### src/rtl/reg_bus_master_if.sv
// rtl/reg_bus_master_if.sv - host request and register-bus signal bundle for reg_bus_master
interface reg_bus_master_if #(
    parameter int WIDTH  = 16,
    parameter int NREG   = 8,
    parameter int ADDR_W = 3
);
    logic              req;
    logic              wr;
    logic [ADDR_W-1:0] addr;
    logic [WIDTH-1:0]  wdata;
    logic              ready;
    logic              done;
    logic              err;
    logic [WIDTH-1:0]  rdata;
    logic [NREG-1:0]   sel_n;
    logic              we_n;
    logic [WIDTH-1:0]  bus_wdata;
    logic              bus_oe;
    logic [WIDTH-1:0]  bus_rdata;

    modport master (
        input  req, wr, addr, wdata, bus_rdata,
        output ready, done, err, rdata, sel_n, we_n, bus_wdata, bus_oe
    );

    modport slave (
        output req, wr, addr, wdata, bus_rdata,
        input  ready, done, err, rdata, sel_n, we_n, bus_wdata, bus_oe
    );
endinterface

### src/rtl/reg_bus_master.sv
// rtl/reg_bus_master.sv - register bus initiator: host requests to select/write-enable/read sequences
module reg_bus_master #(
    parameter int WIDTH  = 16,
    parameter int NREG   = 8,
    parameter int ADDR_W = 3
) (
    input  logic                 clk,
    input  logic                 rst,
    reg_bus_master_if.master     bus
);
    localparam logic [2:0] S_IDLE    = 3'd0;
    localparam logic [2:0] S_WRITE   = 3'd1;
    localparam logic [2:0] S_RSETUP  = 3'd2;
    localparam logic [2:0] S_RCAPT   = 3'd3;
    localparam logic [2:0] S_RELEASE = 3'd4;

    logic [2:0]       r_state;
    logic [NREG-1:0]  r_sel_n;
    logic             r_we_n;
    logic             r_oe;
    logic             r_done;
    logic             r_err;
    logic [WIDTH-1:0] r_bus_wdata;
    logic [WIDTH-1:0] r_rdata;

    logic             w_addr_bad;
    logic [NREG-1:0]  w_sel_dec;

    assign w_addr_bad = (32'(bus.addr) >= 32'(NREG));
    assign w_sel_dec  = ~(NREG'(1) << bus.addr);

    // Bus controls are registered so the register bank sees glitch-free strobes.
    always_ff @(posedge clk or posedge rst) begin
        if (rst) begin
            r_state     <= S_IDLE;
            r_sel_n     <= '1;
            r_we_n      <= 1'b1;
            r_oe        <= 1'b0;
            r_done      <= 1'b0;
            r_err       <= 1'b0;
            r_bus_wdata <= '0;
            r_rdata     <= '0;
        end else begin
            r_done <= 1'b0;
            case (r_state)
                S_IDLE: begin
                    if (bus.req) begin
                        r_err <= w_addr_bad;
                        if (w_addr_bad) begin
                            r_done  <= 1'b1;
                            r_state <= S_RELEASE;
                        end else if (bus.wr) begin
                            r_sel_n     <= w_sel_dec;
                            r_we_n      <= 1'b0;
                            r_oe        <= 1'b1;
                            r_bus_wdata <= bus.wdata;
                            r_state     <= S_WRITE;
                        end else begin
                            r_sel_n <= w_sel_dec;
                            r_state <= S_RSETUP;
                        end
                    end
                end
                S_WRITE: begin
                    r_sel_n <= '1;
                    r_we_n  <= 1'b1;
                    r_oe    <= 1'b0;
                    r_done  <= 1'b1;
                    r_state <= S_RELEASE;
                end
                S_RSETUP: begin
                    r_state <= S_RCAPT;
                end
                S_RCAPT: begin
                    // Select is still held this cycle, so the slave output has had a full cycle to settle.
                    r_rdata <= bus.bus_rdata;
                    r_sel_n <= '1;
                    r_done  <= 1'b1;
                    r_state <= S_RELEASE;
                end
                S_RELEASE: begin
                    r_state <= S_IDLE;
                end
                default: begin
                    r_sel_n <= '1;
                    r_we_n  <= 1'b1;
                    r_oe    <= 1'b0;
                    r_state <= S_IDLE;
                end
            endcase
        end
    end

    assign bus.ready     = (r_state == S_IDLE);
    assign bus.done      = r_done;
    assign bus.err       = r_err;
    assign bus.rdata     = r_rdata;
    assign bus.sel_n     = r_sel_n;
    assign bus.we_n      = r_we_n;
    assign bus.bus_oe    = r_oe;
    assign bus.bus_wdata = r_bus_wdata;
endmodule

### src/flat_wrapper.sv
// flat-port wrapper written by rule: the top's interface ports become plain ports
module reg_bus_master_flat 
#(
    parameter int WIDTH  = 16,
    parameter int NREG   = 8,
    parameter int ADDR_W = 3
)
  (clk, rst, bus_req, bus_wr, bus_addr, bus_wdata, bus_bus_rdata, bus_ready, bus_done, bus_err, bus_rdata, bus_sel_n, bus_we_n, bus_bus_wdata, bus_bus_oe);
  reg_bus_master_if #(.WIDTH(WIDTH), .NREG(NREG), .ADDR_W(ADDR_W)) bus_i ();
  input  logic clk;
  input  logic rst;
  input wire logic [$bits(bus_i.req)-1:0] bus_req;
  input wire logic [$bits(bus_i.wr)-1:0] bus_wr;
  input wire logic [$bits(bus_i.addr)-1:0] bus_addr;
  input wire logic [$bits(bus_i.wdata)-1:0] bus_wdata;
  input wire logic [$bits(bus_i.bus_rdata)-1:0] bus_bus_rdata;
  output wire logic [$bits(bus_i.ready)-1:0] bus_ready;
  output wire logic [$bits(bus_i.done)-1:0] bus_done;
  output wire logic [$bits(bus_i.err)-1:0] bus_err;
  output wire logic [$bits(bus_i.rdata)-1:0] bus_rdata;
  output wire logic [$bits(bus_i.sel_n)-1:0] bus_sel_n;
  output wire logic [$bits(bus_i.we_n)-1:0] bus_we_n;
  output wire logic [$bits(bus_i.bus_wdata)-1:0] bus_bus_wdata;
  output wire logic [$bits(bus_i.bus_oe)-1:0] bus_bus_oe;
  assign bus_i.req = bus_req;
  assign bus_i.wr = bus_wr;
  assign bus_i.addr = bus_addr;
  assign bus_i.wdata = bus_wdata;
  assign bus_i.bus_rdata = bus_bus_rdata;
  assign bus_ready = bus_i.ready;
  assign bus_done = bus_i.done;
  assign bus_err = bus_i.err;
  assign bus_rdata = bus_i.rdata;
  assign bus_sel_n = bus_i.sel_n;
  assign bus_we_n = bus_i.we_n;
  assign bus_bus_wdata = bus_i.bus_wdata;
  assign bus_bus_oe = bus_i.bus_oe;
  reg_bus_master #(.WIDTH(WIDTH), .NREG(NREG), .ADDR_W(ADDR_W)) u_core (.clk(clk), .rst(rst), .bus(bus_i));
endmodule
### config.mk
export PLATFORM = sky130hd
export DESIGN_NAME = reg_bus_master_flat
export DESIGN_NICKNAME = d
export VERILOG_FILES = /design/src/rtl/reg_bus_master_if.sv /design/src/rtl/reg_bus_master.sv /design/src/flat_wrapper.sv
export SDC_FILE = /design/constraint.sdc
export NUM_CORES = 1
export LEC_CHECK = 0
export ABC_AREA = 1
export ABC_CLOCK_PERIOD_IN_PS = 1400
export CAP_MARGIN = 30
export CORE_MARGIN = 2
export CORE_UTILIZATION = 39
export DETAILED_ROUTE_END_ITERATION = 12
export PLACE_DENSITY = 0.77
export SLEW_MARGIN = 20
export SYNTH_ARGS = -nofsm -noshare
export SYNTH_HDL_FRONTEND = slang
export SYNTH_SLANG_ARGS = --single-unit
### constraint.sdc
create_clock -name clk -period 1.4 [get_ports clk]
set_input_delay 0.28 -clock clk [delete_from_list [all_inputs] [get_ports clk]]
set_output_delay 0.28 -clock clk [all_outputs]
set_load 0.01 [all_outputs]
==> run metrics <==
Pleak 1.55 nW; top cells by count, synth nand2_1 (69), dfrtp_1 (37), inv_1 (25); Max Cap Viol 0; Synth area leader dfrtp_1; final worst-path cycle share 97.1%; Worst IR Drop VDD 0.922 mV; DR vias/cell around 4.5; deepest level of the CTS H-tree 2; CTS Buffer Depth 2; first-pass GRT wire length roughly 7.4 mm; detailed placement HPWL approximately 3.2 mm; worst hold path class in -> async; DRC viols 0; crit-path max FO 2; Yosys reg bits 46; Crit. End Element primary output; Largest delay share family, worst path flip-flops; final hold violations 0; total track usage between 10% and 20%; fmax between 0.7 and 0.8 GHz; unrepaired setup endpoints after global routing no; worst slack, placed -0.182 ns; Distinct cells, synth 22; crit path launch type flop; CTS tree yes; Antenna diodes 0; ys async rst share 100%; Syn Nets 261; nets between 300 and 400; routed len/inst around 11 um; final setup vio count 0; Synth-to-Final Area Change 47.0%; vias 1,722; worst path required time roughly 1.1 ns; final WL 4.33 mm; initial antenna violation count 0; IO Port Bufs between 80 and 90; CTS Sinks 46; Final Critical Period roughly 1.4 ns; DIE AREA 0.00586 mm2; Pwr Density 2040 mW/mm2; Placer Congestion between 0.7 and 0.8; num ports 84; Max Slew Vio Count 0; CP arrival 1.08 ns; area of the mapped netlist 0.00205 mm2; CORE AREA between 0.005 and 0.006 mm2; total placed cells including tap cells 374; share of layout cells above drive strength 1 17.6%; Synth top area share 45.1%; Syn Area/Cell 9.25 um2; Initial Util between 40% and 50%; Final ANT Viol Nets 0; Reg clk slew, reported paths around 0.080 ns; Die Height roughly 77 um; setup ws final ~0.04 ns; total gr overflow 0; die width between 70 and 80 um; Pre-antenna DRT Iters 4; top-count cell post-synth nand2_1; Area contributors post-synth dfrtp_1 (45%), nand2_1 (13%), dfstp_2 (12%); 1st-iter DRT viols 49; Clock Latency Late Sink around 0.29 ns; Seq/Total Area, Yosys ~57%; Mapped Cells approximately 220; vias in the first global route about 1,600; worst clock skew between 0.01 and 0.015 ns; top_reg_cell synth dfrtp_1; critical-path cell list clkdlybuf4s15_1; Post-synth EDFFs 0; Post-Route Utilization between 50 and 60%; critical path class reg -> out; slowest stage delay, CP roughly 0.55 ns; Bufs and invs on worst path 1; CTS Buf Count 5; status complete, no violations; largest net degree at the start of global routing 47; slowest stage cell, crit path dfstp_2; Placement Rows 26; number of synthesis warnings 0; final non-filler cell total ~380; Root Driver clkbuf_8
-- cell type report --
cell class	count	area, um2
repair buffers	93	876
inverters	27	103
fillers	496	2090
clock inverters	1	5.00
well taps	70	87.6
clock buffers	7	86.3
flip-flops and latches	46	1160
multi-input cells	138	699
-- routing by layer --
metal | part of all wire [%] | vias up | GRT usage [%]
met5 | 0 | - | 0
met4 | 1.1 | 0 | 5.45
met3 | 7.7 | 6 | 3.91
met2 | 47 | 67 | 27.1
met1 | 44 | 781 | 19.1
li1 | - | 868 | -
-- worst register-to-register path, cell delays in order, from the launching register on --
cell and delay [ns]:
dfrtp_1 0.41, buf_4 0.18, nor2_8 0.12, nand2_1 0.13, nand2_4 0.18, inv_1 0.07
o21ai_0 0.07, nand2_1 0.08
-- report_power, final --
group	leakage, nW	switching [mW]	total [mW]	internal [mW]
sequential	0.553	0.328	2.38	2.06
clock	0.0482	0.417	0.815	0.398
combinational	0.949	1.60	2.95	1.36
total	1.55	2.34	6.15	3.81
-- repair_timing --
action	4_1_cts	5_1_grt
endpoints found under the hold margin	0	0
endpoints found under the setup margin	46	12
pin swaps	0	0
gates resized for setup	51	9
hold buffers	0	0
buffers inserted	0	0
-- layout by cell type, fill, tap and decap left out, types with 2 or more instances in the layout --
master           count
inv_2                2
dfrtp_1             37
clkdlybuf4s15_1      8
o21ai_2             16
o21ai_1              6
nand2_1             68
inv_1               24
buf_12               2
nand3_1             23
nor2_1               9
buf_4                9
clkbuf_8             6
dlygate4sd2_1       34
nand2_2              2
clkinv_2             2
clkdlybuf4s50_1     38
o21ai_0              6
dfstp_2              9
-- per-stage QoR --
stage               TNS, ns  hold WS [ns]  cell area [um2]  power (mW)
finish                    0         0.329             3020        6.15
floorplan                 0         0.417             2050        4.14
global placement     -0.647         0.451             2970        5.71
detailed placement    -1.30         0.458             2970        5.81
CTS                       0         0.336             3010        6.22
global route              0         0.365             3020        6.63
-- path summary, 6_finish.rpt --
check | start | end | slack (ns) | cells past startpoint
setup / recovery | u_core.bus.sel_n[0]$_DFFE_PP1P_ | bus_sel_n[0] | 0.04 | 1
hold / removal | rst | u_core.bus.bus_wdata[11]$_DFFE_PP0P_ | 0.33 | 3
setup reg to reg | u_core.r_state[2]$_DFFE_PP0P_ | u_core.bus.sel_n[2]$_DFFE_PP1P_ | 0.11 | 7
hold reg to reg | u_core.bus.rdata[14]$_DFFE_PP0N_ | u_core.bus.rdata[14]$_DFFE_PP0N_ | 0.47 | 2
max in group asynchronous | rst | u_core.bus.we_n$_DFFE_PP1P_ | 0.80 | 3
min in group clk | u_core.bus.rdata[14]$_DFFE_PP0N_ | u_core.bus.rdata[14]$_DFFE_PP0N_ | 0.47 | 2
-- sequential cells by signal, indices dropped and copies added (netlist names) --
signal,count
u_core.bus.bus_wdata,16
u_core.bus.rdata,16
u_core.bus.sel_n,8
u_core.r_state,3
u_core.bus.bus_oe,1
u_core.bus.done,1
u_core.bus.we_n,1
-- cells by family after synthesis --
| group | share of synthesized area (%) |
|---|---|
| other | 0.183 |
| AOI/OAI and AO/OA | 10.4 |
| DFF | 56.6 |
| buffers and inverters | 9.87 |
| and+or+nand+nor | 23.0 |
Note: power is estimated with default switching activity, not from simulation.
==> RTL change (same flow settings) <==
`NREG` is set to 8 in 3 places; all go to 7.
--- a/src/rtl/reg_bus_master_if.sv
+++ b/src/rtl/reg_bus_master_if.sv
@@ -3,3 +3,3 @@
     parameter int WIDTH  = 16,
-    parameter int NREG   = 8,
+    parameter int NREG   = 7,
     parameter int ADDR_W = 3
--- a/src/rtl/reg_bus_master.sv
+++ b/src/rtl/reg_bus_master.sv
@@ -3,3 +3,3 @@
     parameter int WIDTH  = 16,
-    parameter int NREG   = 8,
+    parameter int NREG   = 7,
     parameter int ADDR_W = 3
--- a/src/flat_wrapper.sv
+++ b/src/flat_wrapper.sv
@@ -4,3 +4,3 @@
     parameter int WIDTH  = 16,
-    parameter int NREG   = 8,
+    parameter int NREG   = 7,
     parameter int ADDR_W = 3
Interface: changed (resized bus_sel_n); port bits go from 84 to 83. No check against the original RTL was run, so the function may have changed too.
==> RTL change against the original RTL <==
  * Global-route usage up 1.4 points
  * Sequential cell count is the same
  * Worst setup slack got worse by 28 ps
  * Combinational power is 6% higher
  * Final area grew 3.3%
  * Power grew 1.4%
  * Wire length rose by 5.1%
  * Area after synthesis down 4.0%
==> RTL change: results (changes against the original RTL) <==
[grt]
use_met1_pct = 18.87  ; was 19.08%
grt_max_degree = 29  ; was 47
grt_pass1_vias = 1663  ; was 1632
grt_use_met2_pct = 31.38  ; was 27.08%
grt_pass1_wl_um = 7251  ; was 7431 um
use_met3_pct = 4.819  ; was 3.910%

[place]
routabilityCongestion = 0.8493  ; was 0.7694
dp_hpwl_um = 3391  ; was 3183 um
dp_slack_ps = -292.2  ; was -181.7 ps

[synthesis]
yosysSeqAreaShare_pct = 58.85  ; was 56.58%
synth_cell_types = 20  ; was 22
synth_compound_area_share_pct = 3.932  ; was 10.35%
netlist_top_cells_count = nand2_1, dfrtp_1, nand3_1, mux2_2, o21ai_0  ; was nand2_1, dfrtp_1, inv_1, nand3_1, o21ai_2
syn_inst = 193  ; was 222
muxShareOfSynthArea_pct = 9.131  ; was 0%
syn-num-nets = 232  ; was 261

[timing]
fmax_ghz = 0.7205  ; was 0.7353 GHz
skew_ps = 5.317  ; was 10.01 ps

[critical_path]
slowest_delay_ps = 410  ; was 550 ps
cp_max_fo = 9  ; was 2
crit_arrival_ps = 1570  ; was 1080 ps
worst_path_max_delay_cell = dfrtp_1  ; was dfstp_2

[power]
leakagePower_nw = 1.528  ; was 1.551 nW
ir_worst_vdd_mv = 0.8750  ; was 0.9217 mV

[route]
wl_met1_um = 1794  ; was 1897 um
via_per_inst = 4.613  ; was 4.508
met3_length_um = 274  ; was 335 um
dr_wl_met2_um = 2419  ; was 2053 um
drtIter0Drc = 33  ; was 49
drt_wl_total_um = 4555  ; was 4332 um

[cts]
post_cts_resized = 46  ; was 51
clkLatencyLatePin_ps = 300

[cells_and_area]
fin_nets = 338  ; was 350
seq_area_sq_um = 1161  ; was 1162 sq um
nNonClkBuffers = 102  ; was 93
multiInputGateArea_sq_um = 778.2  ; was 699.4 sq um
fin_cells = 367  ; was 382
fillers = 413  ; was 496
multiInputCombCellCount = 134  ; was 138
buf_share_pct = 31.29  ; was 29.01%
seq_cell_count = 46  ; unchanged
nNonClkInverters = 10  ; was 27
multi_input_area_share_pct = 24.95  ; was 23.17%

[run_status]
status = finished, final reports clean  ; unchanged

## RTL change: where the power goes
part	total [W]	internal, W	switching, W
registers	0.00235	0.00205	0.000296
clock network	0.000771	0.000346	0.000425
logic	0.00312	0.00156	0.00156
## RTL change: path summary, 6_finish.rpt
check	startpoint	to	slack, ps	depth (start not counted)
max	u_core.r_state[0]	u_core.bus.bus_wdata[3]	10	7
min	rst	u_core.bus.bus_oe	320	3
max reg2reg	u_core.r_state[0]	u_core.bus.bus_wdata[3]	10	7
min reg2reg	u_core.bus.we_n	u_core.bus.we_n	460	2
max in group asynchronous	rst	u_core.bus.sel_n[3]	840	3
min in group clk	u_core.bus.we_n	u_core.bus.we_n	460	2
## RTL change: kinds of logic (layout without fill, tap and decap cells)
logic type,count (synthesis),after routing
DFF,46,46
muxes,16,16
buffers and inverters,14,120
and+or+nand+nor,102,103
AOI/OAI and AO/OA,15,15
## RTL change: critical path: cells and delay by family, from the launching register on
family | cells | cell delay [ps]
simple gates | 6 | 710
buf+inv | 1 | 150
flops | 1 | 410
